[src/rtl/dcache_miss_ctrl_pkg.sv]
// Shared types and constants for the data-cache miss/refill sequencer.
package dcache_miss_ctrl_pkg;

    typedef enum logic [2:0] {
        IDLE,
        WB_RD,
        WB_WR,
        FILL,
        DONE
    } miss_state_t;

    localparam int DC_LINE_WORDS = 4;
    localparam int DC_FLAG_VALID = 0;
    localparam int DC_FLAG_DIRTY = 1;

endpackage

[src/rtl/dcache_miss_ctrl.sv]
// Data-cache miss sequencer: writes back a dirty LRU victim line, refills the
// line from the memory bus into the LRU way, then updates LRU and releases the
// pipeline. CAM/bus strobes decode from state; addresses and data are latched.
module dcache_miss_ctrl
    import dcache_miss_ctrl_pkg::*;
#(
    parameter int LINE_WORDS = DC_LINE_WORDS,
    parameter int FLAG_VALID = DC_FLAG_VALID,
    parameter int FLAG_DIRTY = DC_FLAG_DIRTY
) (
    input  logic        clk_core,
    input  logic        reset,
    input  logic        miss_req,
    input  logic [26:0] miss_addr,
    input  logic [16:0] lru_tag,
    input  logic [1:0]  lru_flags,
    output logic        busy,
    output logic        miss_done,
    output logic        cam_read_req,
    output logic [9:0]  cam_read_index,
    output logic [16:0] cam_read_tag,
    input  logic [31:0] cam_read_data,
    output logic        cam_write_req,
    output logic        cam_write_lru_way,
    output logic [1:0]  cam_write_offset,
    output logic [31:0] cam_write_data,
    output logic [3:0]  cam_write_mask,
    output logic [16:0] cam_write_tag,
    output logic [1:0]  cam_write_flags,
    output logic        cam_lru_update,
    output logic        bus_req,
    output logic        bus_we,
    output logic [26:0] bus_addr,
    output logic [31:0] bus_wdata,
    input  logic        bus_ack,
    input  logic [31:0] bus_rdata
);

    // Counter is 2 bits wide because the CAM write offset is 2 bits.
    localparam logic [1:0] LAST_WORD         = 2'(LINE_WORDS - 1);
    localparam logic [1:0] FLAGS_VALID_CLEAN = 2'(1 << FLAG_VALID);

    miss_state_t state_q, state_d;
    logic [1:0]  word_q, word_d;
    logic [7:0]  set_q, set_d;
    logic [16:0] miss_tag_q, miss_tag_d;
    logic [16:0] victim_tag_q, victim_tag_d;
    logic        wb_first_q, wb_first_d;
    logic [31:0] wdata_q, wdata_d;
    logic [31:0] wb_word;
    logic        victim_dirty;

    assign victim_dirty = lru_flags[FLAG_VALID] & lru_flags[FLAG_DIRTY];

    // CAM read data arrives during the first WB_WR cycle; forward it then and
    // hold the captured copy for the remaining cycles of the bus write.
    assign wb_word = wb_first_q ? cam_read_data : wdata_q;

    // Next-state, word counter and address/data latch updates.
    always_comb begin
        state_d      = state_q;
        word_d       = word_q;
        set_d        = set_q;
        miss_tag_d   = miss_tag_q;
        victim_tag_d = victim_tag_q;
        wb_first_d   = (state_q == WB_RD);
        wdata_d      = wb_word;
        case (state_q)
            IDLE: begin
                if (miss_req) begin
                    set_d        = miss_addr[9:2];
                    miss_tag_d   = miss_addr[26:10];
                    victim_tag_d = lru_tag;
                    word_d       = 2'd0;
                    state_d      = victim_dirty ? WB_RD : FILL;
                end
            end
            WB_RD: state_d = WB_WR;
            WB_WR: begin
                if (bus_ack) begin
                    if (word_q == LAST_WORD) begin
                        word_d  = 2'd0;
                        state_d = FILL;
                    end else begin
                        word_d  = word_q + 2'd1;
                        state_d = WB_RD;
                    end
                end
            end
            FILL: begin
                if (bus_ack) begin
                    if (word_q == LAST_WORD) begin
                        word_d  = 2'd0;
                        state_d = DONE;
                    end else begin
                        word_d  = word_q + 2'd1;
                    end
                end
            end
            DONE:    state_d = IDLE;
            default: state_d = IDLE;
        endcase
    end

    // Control state: reset aborts any miss in progress.
    always_ff @(posedge clk_core) begin
        if (reset) begin
            state_q    <= IDLE;
            word_q     <= 2'd0;
            wb_first_q <= 1'b0;
        end else begin
            state_q    <= state_d;
            word_q     <= word_d;
            wb_first_q <= wb_first_d;
        end
    end

    // Address/data latches; only observed through state-gated outputs.
    always_ff @(posedge clk_core) begin
        set_q        <= set_d;
        miss_tag_q   <= miss_tag_d;
        victim_tag_q <= victim_tag_d;
        wdata_q      <= wdata_d;
    end

    // Output decode from state; everything is zero outside its own state.
    always_comb begin
        busy              = (state_q != IDLE);
        miss_done         = 1'b0;
        cam_read_req      = 1'b0;
        cam_read_index    = '0;
        cam_read_tag      = '0;
        cam_write_req     = 1'b0;
        cam_write_lru_way = 1'b0;
        cam_write_offset  = '0;
        cam_write_data    = '0;
        cam_write_mask    = '0;
        cam_write_tag     = '0;
        cam_write_flags   = '0;
        cam_lru_update    = 1'b0;
        bus_req           = 1'b0;
        bus_we            = 1'b0;
        bus_addr          = '0;
        bus_wdata         = '0;
        case (state_q)
            WB_RD: begin
                cam_read_req   = 1'b1;
                cam_read_index = {set_q, word_q};
                cam_read_tag   = victim_tag_q;
            end
            WB_WR: begin
                bus_req   = 1'b1;
                bus_we    = 1'b1;
                bus_addr  = {victim_tag_q, set_q, word_q};
                bus_wdata = wb_word;
            end
            FILL: begin
                bus_req  = 1'b1;
                bus_addr = {miss_tag_q, set_q, word_q};
                if (bus_ack) begin
                    cam_write_req     = 1'b1;
                    cam_write_lru_way = 1'b1;
                    cam_write_offset  = word_q;
                    cam_write_data    = bus_rdata;
                    cam_write_mask    = 4'hF;
                    cam_write_tag     = miss_tag_q;
                    // Line becomes valid only with its last word.
                    cam_write_flags   = (word_q == LAST_WORD) ? FLAGS_VALID_CLEAN : 2'b00;
                end
            end
            DONE: begin
                cam_lru_update = 1'b1;
                miss_done      = 1'b1;
            end
            default: ;
        endcase
    end

endmodule

[config.mk]
export PLATFORM = sky130hd
export DESIGN_NAME = dcache_miss_ctrl
export DESIGN_NICKNAME = d
export VERILOG_FILES = /design/src/rtl/dcache_miss_ctrl_pkg.sv /design/src/rtl/dcache_miss_ctrl.sv
export SDC_FILE = /design/constraint.sdc
export NUM_CORES = 1
export LEC_CHECK = 0
export ABC_AREA = 1
export CAP_MARGIN = 5
export CORE_MARGIN = 2
export CORE_UTILIZATION = 39
export DETAILED_ROUTE_END_ITERATION = 8
export PLACE_DENSITY = 0.86
export SLEW_MARGIN = 40
export SYNTH_ARGS = -nofsm -noshare
export SYNTH_HDL_FRONTEND = slang
export SYNTH_SLANG_ARGS = --single-unit
[constraint.sdc]
create_clock -name clk_core -period 4.75 [get_ports clk_core]
set_input_delay 0.95 -clock clk_core [delete_from_list [all_inputs] [get_ports clk_core]]
set_output_delay 0.95 -clock clk_core [all_outputs]
set_load 0.01 [all_outputs]
* Yosys cells after proc, flatten, opt, wreduce, memory -nomap -nowiden
Index checks and enable logic that the tools add are counted.
Operators by class: add/subtract/negate cells 1, equal/unequal tests 10, multiplexer cells 33, bitwise operators 1, reduce and logical (&&, ||, !) cells 7
Operators by type and width (count):
- $mux W32 | 4
- $pmux W27 S2 | 1
- $mux W17 | 3
- $mux W2 | 7
- $mux W3 | 4
- $pmux W3 S4 | 1
- $mux W10 | 1
- $mux W1 | 9
- $mux W4 | 2
- $ne A2 B2 Y1 const B | 4
- $eq A3 B2 Y1 const B | 2
- $pmux W2 S2 | 1
- $reduce_and A4 Y1 | 1
- $eq A3 B1 Y1 const B | 1
- $eq A3 B3 Y1 const B | 1
- $logic_not A3 Y1 | 1
- $reduce_and A3 Y1 | 1
- $reduce_bool A3 Y1 | 1
- $add A2 B1 Y2 const B | 1
- $eq A2 B2 Y1 const B | 1
- $ne A2 B1 Y1 const B | 1
- $reduce_and A2 Y1 | 1
- $reduce_bool A2 Y1 | 1
- $reduce_or A2 Y1 | 1
- $and A1 B1 Y1 | 1
Word-level totals: bits in registers 80, bits of input ports 114, output and inout bits 151, logic and storage cells 59

* Depth between registers and ports, before layout
Gate-level depths: netlist of the first run.
depth in word-level cells 4, depth in mapped cells 9, mapped depth without buffers 8

* Worst setup path after synthesis of the first run
OpenSTA, ideal clock, no wires.
kind input to register, start point in miss_req, end point reg miss_tag_q[0], enable pin, library setup time 0.441 ns, arrival 2.759 ns, required time 4.309 ns, setup slack 1.550 ns, cell stages on the path 2, path buffers 0, cell sequence inv_1 -> nor2_1
Between the ends: cells in the longest elaborated chain, start to end 1
Ends and longest elaborated chain:
- start: declaration | line dcache_miss_ctrl.sv:13 | input logic miss_req,
- $reduce_and A2 Y1 (no source line)
- end signal: assignment | line dcache_miss_ctrl.sv:121 | miss_tag_q <= miss_tag_d;
- end: declaration | line dcache_miss_ctrl.sv:46 | logic [16:0] miss_tag_q, miss_tag_d;
Every way passes these cells. A chain may end at the register's enable or synchronous reset.

* Worst setup path after layout of the first run
start point reg state_q[0], end point out cam_write_offset[0]
Between the ends: cells in the longest elaborated chain, start to end 2
Ends and longest elaborated chain:
- start: declaration | line dcache_miss_ctrl.sv:43 | miss_state_t state_q, state_d;
- start signal: assignment | line dcache_miss_ctrl.sv:112 | state_q <= state_d;
- $eq A3 B2 Y1 | line dcache_miss_ctrl.sv:145 | case (state_q)
- $mux W2 | line dcache_miss_ctrl.sv:145
- end: declaration | line dcache_miss_ctrl.sv:25 | output logic [1:0] cam_write_offset,
Every way passes these cells.

==> flow_metrics.tcl, run 1 <==
set metrics [dict create \
    p_switching_w 0.000921 \
    cts_resized 0 \
    cts_buffer_depth 2 \
    hold-worst-slack_ps 477 \
    drive_above_1_share_pct 3.82 \
    fp.dieH_um 104 \
    path_clk_slew_ps 80 \
    hold_class "register to register" \
    fmax_mhz 264 \
    synth_top_area_share_pct 32.5 \
    comb_power_share_pct 41.7 \
    syn-instance-count 513 \
    fin_nets 869 \
    drtIter0Drc 195 \
    grt_pass1_wl_um 20100 \
    tns_ps 0 \
    track_usage_pct 23.6 \
    initial_utilization_pct 39.8 \
    final_antenna_net_count 0 \
    p_leak_nw 2.89 \
    top_usage_layer "met2" \
    cts_htree_levels 3 \
    row_count 36 \
    setup_viol 0 \
    drv_cap 0 \
    drt-total-wl_um 13200 \
    num_vias 4140 \
    diodes 0 \
    routedWlPerCell_um 14.8 \
    ir_worst_vdd_v 0.000298 \
    grt_pass1_vias 4135 \
    hold_violations 0 \
    seq_area_frac_synth_pct 52.2 \
    hold_path_depth 2 \
    place.gp.congestion 0.908 \
    boundaryPins 265 \
    crit_type "register to output port" \
    placed_area_mm2 0.00653 \
    final_cell_mix "261 x clkdlybuf4s50_1, 128 x nor2_1, 118 x inv_1" \
    grt_max_degree 65 \
    r2r_slack_ps 2830 \
    area_growth_pct 74.6 \
    met1_usage_pct 24.2 \
    clkPwrFrac_pct 21.2 \
    arrival_ps 2840 \
    io_buffers 261 \
    die_area_mm2 0.0108 \
    netlist.top_cell.by_area "edfxtp_1" \
    cts_root_buf "clkbuf_8" \
    crit_path_max_fanout 55 \
    syn_area_per_cell_um2 7.56 \
    cts.sinks 80 \
    final_common_cell "clkdlybuf4s50_1" \
    drc 0 \
    syn_area_mm2 0.00388 \
    core-area_mm2 0.00973 \
    dieWidth_um 104 \
    power_density_mw_per_mm2 409 \
    met2_usage_pct 42.8 \
    cts_buffers 9 \
    end_kind "output port" \
    viasPerCell 4.64 \
    critPathRequiredTime_ps 3800 \
    postCtsSetupRepairBufs 0 \
    grt-ovfl-total 0 \
    yosys_warnings 0 \
    dp_hpwl_um 9990 \
    crit_path_start_kind "register" \
    rsz0062_at_grt "no" \
    antenna_found_initial 0 \
    ys_types 22 \
    worst_clock_skew_ps 8.93 \
    clk-insertion-delay-late_ps 350 \
    synth_fp_nets 628 \
    intPower_w 0.00185 \
    status "complete, no violations" \
    synth.area.top_cells "edfxtp_1 33%, dfxtp_1 20%, nor2_1 12%" \
    reg2reg_depth 6 \
    startpoint "state_q[0]" \
    synth-seq-cells 80 \
    worst_pin_slew_ps 702 \
    slew_headroom_pct 53.2 \
    fillerInstances 789 \
    cts_tree "built" \
    sw_frac_of_total_pct 33.3 \
    min_period_ps 3790 \
    finalInstanceArea_mm2 0.00677 \
    cts_hold_buf 0 \
    seqPwrFrac_pct 37.1 \
    r2r_start "state_q[0]" \
    first_pass_iters 4 \
    hold_start "wdata_q[23]" \
    fin_crit_sh_pct 79.8 \
    grt_util_met3_pct 7.87 \
    drv_slew 0 \
]
worst paths after layout:
| path | end |
|---|---|
| worst max register to register | word_q[1] |
| worst max-delay path | cam_write_offset[0] |
| worst min-delay path | wdata_q[23] |
| worst min register to register | wdata_q[23] |
cell usage after synthesis:
cell and number:
conb_1 1, dfxtp_1 38, nand3_4 1, nand2_1 77, nor2_4 2, buf_4 9, inv_2 3, edfxtp_1 42
nor3_1 4, nand3_1 5, nor2_1 129, nand4_1 2, clkbuf_1 7, inv_1 118, buf_2 16, o22ai_1 17
buf_6 3, nand2_2 2, nand2_4 1, o21ai_0 32, ha_1 1, a21oi_1 3
through the flow:
step / instances / utilization [%] / power, W / setup WS, ps
6_report: 892 / 69.6 / 0.00277 / 960
4_1_cts: 892 / 69.6 / 0.00279 / 971
3_5_place_dp: 876 / 67.2 / 0.00220 / 1020
5_1_grt: 892 / 69.6 / 0.00293 / 772
3_3_place_gp: 874 / 66.5 / 0.00212 / 1050
2_1_floorplan: 513 / - / 0.00158 / 1550
worst max-delay path, stage by stage (launching register included):
cell	delay [ps]
dfxtp_1	530
nand3_4	580
nor2_4	400
inv_2	210
nor2_1	160
clkdlybuf4s50_1	590
state kept, by name (all words and copies together), names as in the netlist:
signal and count:
wdata_q 32, miss_tag_q 17, victim_tag_q 17, set_q 8
state_q 3, word_q 2, wb_first_q 1
per-layer routing:
| metal | share of wire (%) | vias up | routed length (µm) |
|---|---|---|---|
| li1 | - | 1997 | - |
| met1 | 37 | 1903 | 4890 |
| met2 | 51 | 199 | 6680 |
| met3 | 8.2 | 41 | 1080 |
| met4 | 3.9 | 0 | 511 |
| met5 | 0 | - | 0 |
cell type report:
cell class,count,area (µm²),share of cell area [%]
clock buffers,9,124,1.83
inverters,121,454,6.71
repair buffers,265,2680,39.6
flip-flops and latches,80,2030,29.9
multi-input cells,277,1200,17.8
clock inverters,7,110,1.63
well taps,133,166,2.46
power by group through the flow:
stage / sequential (W) / combinational [W] / clock (W)
final: 0.00103 / 0.00115 / 0.000586
after global routing: 0.00105 / 0.00126 / 0.000628
after CTS: 0.00103 / 0.00116 / 0.000600
after detailed placement: 0.00104 / 0.00115 / 0
after global placement: 0.00103 / 0.00109 / 0
after floorplan: 0.000996 / 0.000583 / 0
kinds of logic after synthesis:
kind of cell	count (synthesis)	share of synthesized area, %
adder cells (fa/ha/maj)	1	0.323
buffers and inverters	156	17.1
AND/OR/NAND/NOR	223	23.1
flip-flops	80	52.2
AO/OA/AOI/OAI	52	7.26
other	1	0.0967
Power figures use the tool's default switching activity.
==> inputs of run 2 (changes only) <==
--- a/config.mk
+++ b/config.mk
@@ -8,9 +8,9 @@
 export ABC_AREA = 1
 export CAP_MARGIN = 5
 export CORE_MARGIN = 2
-export CORE_UTILIZATION = 39
+export CORE_UTILIZATION = 32
 export DETAILED_ROUTE_END_ITERATION = 8
-export PLACE_DENSITY = 0.86
+export PLACE_DENSITY = 0.76
 export SLEW_MARGIN = 40
 export SYNTH_ARGS = -nofsm -noshare
 export SYNTH_HDL_FRONTEND = slang
==> constraint.sdc (replaced) <==
create_clock -name clk_core -period 3.1 [get_ports clk_core]
set_input_delay 0.62 -clock clk_core [delete_from_list [all_inputs] [get_ports clk_core]]
set_output_delay 0.62 -clock clk_core [all_outputs]
set_load 0.01 [all_outputs]
==> run 2 against run 1 <==
Sequential share of layout area shrank 0.44 points. Total power grew 58%. Utilization shrank 12 points. Highest routed layer unchanged. Worst setup slack lost 760 ps. Clock power grew 84%. Sequential power grew 50%. Critical path type is now input port to output port. Cell count grew 2.0%. Routed wire length shrank 8.4%. Critical path depth grew 1. Largest cell class unchanged. Global-route usage shrank 5.6 points. Critical endpoint is now cam_write_tag[5].
==> flow_metrics.tcl, run 2 (same netlist as run 1, synthesis figures left out) <==
set metrics [dict create \
    critPathRequiredTime_ps 2480 \
    r2r_slack_ps 1480 \
    fin_nets 873 \
    first_pass_iters 4 \
    dp.cells 894 \
    hold_path_depth 2 \
    dieWidth_um 114 \
    core-area_mm2 0.0119 \
    min_period_ps 2900 \
    antenna_found_initial 0 \
    top_usage_layer "met2" \
    end_kind "output port" \
    crit_type "input port to output port" \
    power_density_mw_per_mm2 637 \
    status "complete, no violations" \
    drive_above_1_share_pct 4.06 \
    arrival_ps 2280 \
    die_area_mm2 0.0130 \
    area_growth_pct 77.1 \
    cts_htree_levels 3 \
    cts_buffer_depth 2 \
    r2r-end "victim_tag_q[7]" \
    reg2reg_depth 6 \
    place.gp.congestion 0.857 \
    hold_class "register to register" \
    rsz0062_at_grt "no" \
    reg_top3 "wdata_q: 32 flops, miss_tag_q: 17 flops, victim_tag_q: 17 flops" \
    row_count 40 \
    num_vias 3968 \
    largest-register "wdata_q" \
    drt-total-wl_um 12100 \
    final_cell_mix "261 x clkdlybuf4s50_1, 128 x nor2_1, 118 x inv_1" \
    track_usage_pct 18.0 \
    fin_crit_sh_pct 93.4 \
    drc 0 \
    dp_hpwl_um 9420 \
    worst_clock_skew_ps 6.08 \
    grt_pass1_wl_um 18300 \
    r2r_start "state_q[2]" \
    cts_root_buf "clkbuf_16" \
    setup_viol 0 \
    postCtsSetupRepairBufs 0 \
    fin_util_pct 57.6 \
    final_antenna_net_count 0 \
    path_clk_slew_ps 50 \
    cts_buffers 9 \
    crit_path_start_kind "input port" \
    final_common_cell "clkdlybuf4s50_1" \
    io_buffers 261 \
    initial_utilization_pct 32.5 \
    ir_worst_vdd_v 0.000373 \
    drtIter0Drc 110 \
    fp.dieH_um 114 \
    drv_slew 0 \
    met2_usage_pct 33.2 \
    grt-ovfl-total 0 \
    routedWlPerCell_um 13.3 \
    holdPathEnd "wdata_q[13]" \
    met1_usage_pct 18.0 \
    fillerInstances 1040 \
    tns_ps 0 \
    grt_pass1_vias 3875 \
    fin_cells 910 \
    cts_tree "built" \
    grt_util_met3_pct 6.35 \
    grt_max_degree 65 \
    clk-insertion-delay-late_ps 330 \
    diodes 0 \
    viasPerCell 4.36 \
    boundaryPins 265 \
    cts.sinks 80 \
    p_leak_nw 2.94 \
    hold_violations 0 \
    fmax_mhz 345 \
    largest_register_ffs 32 \
    crit_path_max_fanout 17 \
    hold_start "wdata_q[13]" \
    drv_cap 0 \
]
[run 2: report_power, final]
part	internal (W)	total, W	switching [W]
clock	0.000697	0.00108	0.000382
sequential	0.00145	0.00154	0.0000921
combinational	0.000853	0.00175	0.000896
total	0.00300	0.00437	0.00137
[run 2: how the worst max path moves through the flow]
stage,endpoint,start,slack (ps)
2_1_floorplan,miss_tag_q[0],state_q[0],150
3_3_place_gp,cam_write_tag[12],bus_ack,230
3_5_place_dp,cam_write_tag[5],bus_ack,210
4_1_cts,cam_write_data[10],state_q[0],130
5_1_grt,bus_addr[16],state_q[1],50
6_report,cam_write_tag[5],bus_ack,200
[run 2: per-stage QoR]
step,cell area [µm²],total power (W),hold slack [ps],setup WS [ps]
after CTS,6860,0.00443,474,132
after detailed placement,6560,0.00333,456,207
final,6860,0.00437,470,204
after global routing,6860,0.00467,494,48.8
after floorplan,3880,0.00242,437,154
after global placement,6560,0.00328,448,226
[run 2: final cells by class]
class / count / area (µm²) / area share (%)
timing repair buffer: 269 / 2700 / 39.3
sequential: 80 / 2020 / 29.5
multi-input combinational: 277 / 1200 / 17.5
inverter: 121 / 454 / 6.62
clock buffer: 11 / 233 / 3.39
tap: 147 / 184 / 2.68
clock inverter: 5 / 71.3 / 1.04
[run 2: worst max-delay path: stages]
cell	delay, ps
clkdlybuf4s50_1	480
inv_1	120
nor2_4	140
inv_2	180
nor2_1	160
clkdlybuf4s50_1	570
[run 2: repair_timing]
action / CTS / global route
resized for setup: 0 / 1
hold buffers: 0 / 0
setup endpoints to repair: 0 / 2
[run 2: metal layers]
metal | share of wire [%] | wire, µm
met1 | 35 | 4190
met2 | 52 | 6280
met3 | 11 | 1320
met4 | 2.2 | 269
met5 | 0 | 0
==> inputs of run 3 (changes only) <==
--- a/config.mk
+++ b/config.mk
@@ -8,9 +8,11 @@
 export ABC_AREA = 1
 export CAP_MARGIN = 5
 export CORE_MARGIN = 2
-export CORE_UTILIZATION = 32
+export CORE_UTILIZATION = 39
+export CTS_CLUSTER_SIZE = 16
 export DETAILED_ROUTE_END_ITERATION = 8
-export PLACE_DENSITY = 0.76
+export MAX_ROUTING_LAYER = met4
+export PLACE_DENSITY = 0.86
 export SLEW_MARGIN = 40
 export SYNTH_ARGS = -nofsm -noshare
 export SYNTH_HDL_FRONTEND = slang
==> constraint.sdc (replaced) <==
create_clock -name clk_core -period 3.7 [get_ports clk_core]
set_input_delay 0.74 -clock clk_core [delete_from_list [all_inputs] [get_ports clk_core]]
set_output_delay 0.74 -clock clk_core [all_outputs]
set_load 0.01 [all_outputs]
==> run 3 against run 2 <==
First-iteration DRC count increased by 72%. Hold slack improved by 4.5 ps. Routed wire length increased by 6.0%.
==> flow_metrics.tcl, run 3 (same netlist as run 1, synthesis figures left out) <==
set metrics [dict create \
    routedWlPerCell_um 14.3 \
    cts.sinks 80 \
    largest-register "wdata_q" \
    status "complete, no violations" \
    fin_crit_sh_pct 89.0 \
    setup_viol 0 \
    row_count 36 \
    setup_ws_ps 408 \
    power_density_mw_per_mm2 497 \
    fillerInstances 783 \
    path_clk_slew_ps 80 \
    drt-total-wl_um 12800 \
    cts_resized 0 \
    place.gp.congestion 0.927 \
    hold_violations 0 \
    cts_htree_levels 3 \
    slew_headroom_pct 63.2 \
    cts_hold_buf 0 \
    hold_path_depth 2 \
    dp_slack_ps 386 \
    cts_root_buf "clkbuf_8" \
    viasPerCell 4.53 \
    crit_type "register to output port" \
    end_kind "output port" \
    diodes 0 \
    cts_buffers 9 \
    final_cell_mix "261 x clkdlybuf4s50_1, 128 x nor2_1, 118 x inv_1" \
    crit_path_start_kind "register" \
    grt_pass1_vias 4047 \
    cpPeakStageDelay_ps 570 \
    fin_nets 870 \
    grt_pass1_wl_um 20000 \
    boundaryPins 265 \
    grt-ovfl-total 0 \
    reg2reg_depth 8 \
    drv_slew 0 \
    drc 0 \
    initial_utilization_pct 39.8 \
    worst_clock_skew_ps 7.20 \
    critPathRequiredTime_ps 2960 \
    cts_buffer_depth 2 \
    path_cells "nand3_4, nor2_4, inv_2, nor2_1, clkdlybuf4s50_1" \
    dp_hpwl_um 9800 \
    arrival_ps 2550 \
    fp.dieH_um 104 \
    drive_above_1_share_pct 3.68 \
    crit_path_max_fanout 34 \
    tns_ps 0 \
    cp_top_family "simple AND/OR/NAND/NOR gates" \
    worst_pin_slew_ps 552 \
    dieWidth_um 104 \
    antenna_found_initial 0 \
    first_pass_iters 5 \
    die_area_mm2 0.0108 \
    track_usage_pct 24.1 \
    p_leak_nw 2.85 \
    drv_cap 0 \
    worstSetupPathDepth 5 \
    final_common_cell "clkdlybuf4s50_1" \
    area_growth_pct 71.6 \
    clk-insertion-delay-late_ps 350 \
    rsz0062_at_grt "no" \
    cts_tree "built" \
    hold_class "register to register" \
    postCtsSetupRepairBufs 0 \
    min_period_ps 3290 \
    core-area_mm2 0.00973 \
    drtIter0Drc 189 \
    slowest_stage "clkdlybuf4s50_1" \
    io_buffers 261 \
    final_antenna_net_count 0 \
    grt_max_degree 65 \
    path_buf_inv 2 \
    ir_worst_vdd_v 0.000271 \
    num_vias 4042 \
    fmax_mhz 304 \
    reg_top3 "wdata_q: 32 flops, miss_tag_q: 17 flops, victim_tag_q: 17 flops" \
    largest_register_ffs 32 \
]
==> run 3: cell count changes in the layout (fill, tap and decap cells not counted) <==
cell / previous run / this run
clkbuf_1: 2 / 1
clkinv_2: 0 / 3
dfxtp_1: 36 / 37
clkbuf_8: 0 / 9
clkbuf_16: 9 / 0
dfxtp_4: 0 / 1
bufinv_16: 2 / 0
dfxtp_2: 2 / 0
buf_4: 6 / 5
buf_12: 2 / 0
==> run 3: metal layers <==
| metal | GRT usage [%] | vias to the layer above | share of wire [%] |
|---|---|---|---|
| met5 | - | - | 0 |
| li1 | - | 2004 | - |
| met2 | 44.0 | 191 | 53 |
| met4 | 8.78 | 0 | 1.8 |
| met3 | 6.29 | 23 | 8.5 |
| met1 | 24.9 | 1824 | 37 |
==> run 3: per-stage QoR <==
step	total power [W]	cell area, µm²	instances	hold slack [ps]	util [%]
after floorplan	0.00203	3880	513	437	-
after global routing	0.00353	6650	893	506	68.4
after global placement	0.00273	6490	877	449	66.7
final	0.00331	6650	893	475	68.4
after detailed placement	0.00279	6500	877	459	66.8
after CTS	0.00333	6650	893	480	68.4
==> run 3: final cells by class <==
cell class	count	area, µm²	area share, %
Clock buffer	10	128	1.92
Tap cell	133	166	2.50
Timing Repair Buffer	266	2650	39.8
Sequential cell	80	2030	30.5
Clock inverter	6	26.3	0.395
Multi-Input combinational cell	277	1200	18.0
Inverter	121	454	6.83
==> run 3: where the power goes <==
group	internal [W]	switching [W]
Combinational	0.000694	0.000758
Sequential	0.00122	0.000105
Clock	0.000234	0.000302
Total	0.00214	0.00116
==> run 3: worst register-to-register path, delay by kind of cell, from the launching register on <==
family | cells | cell delay [ps]
buffers and inverters | 2 | 580
flip-flops | 1 | 530
AND/OR/NAND/NOR | 6 | 770
==> run 3: worst paths after layout <==
kind / from / slack, ps / end
worst min register to register: wdata_q[0] / 470 / wdata_q[0]
worst max register to register: state_q[0] / 1730 / state_q[1]
worst min-delay path: wdata_q[0] / 470 / wdata_q[0]
worst max-delay path: state_q[0] / 410 / cam_write_offset[0]
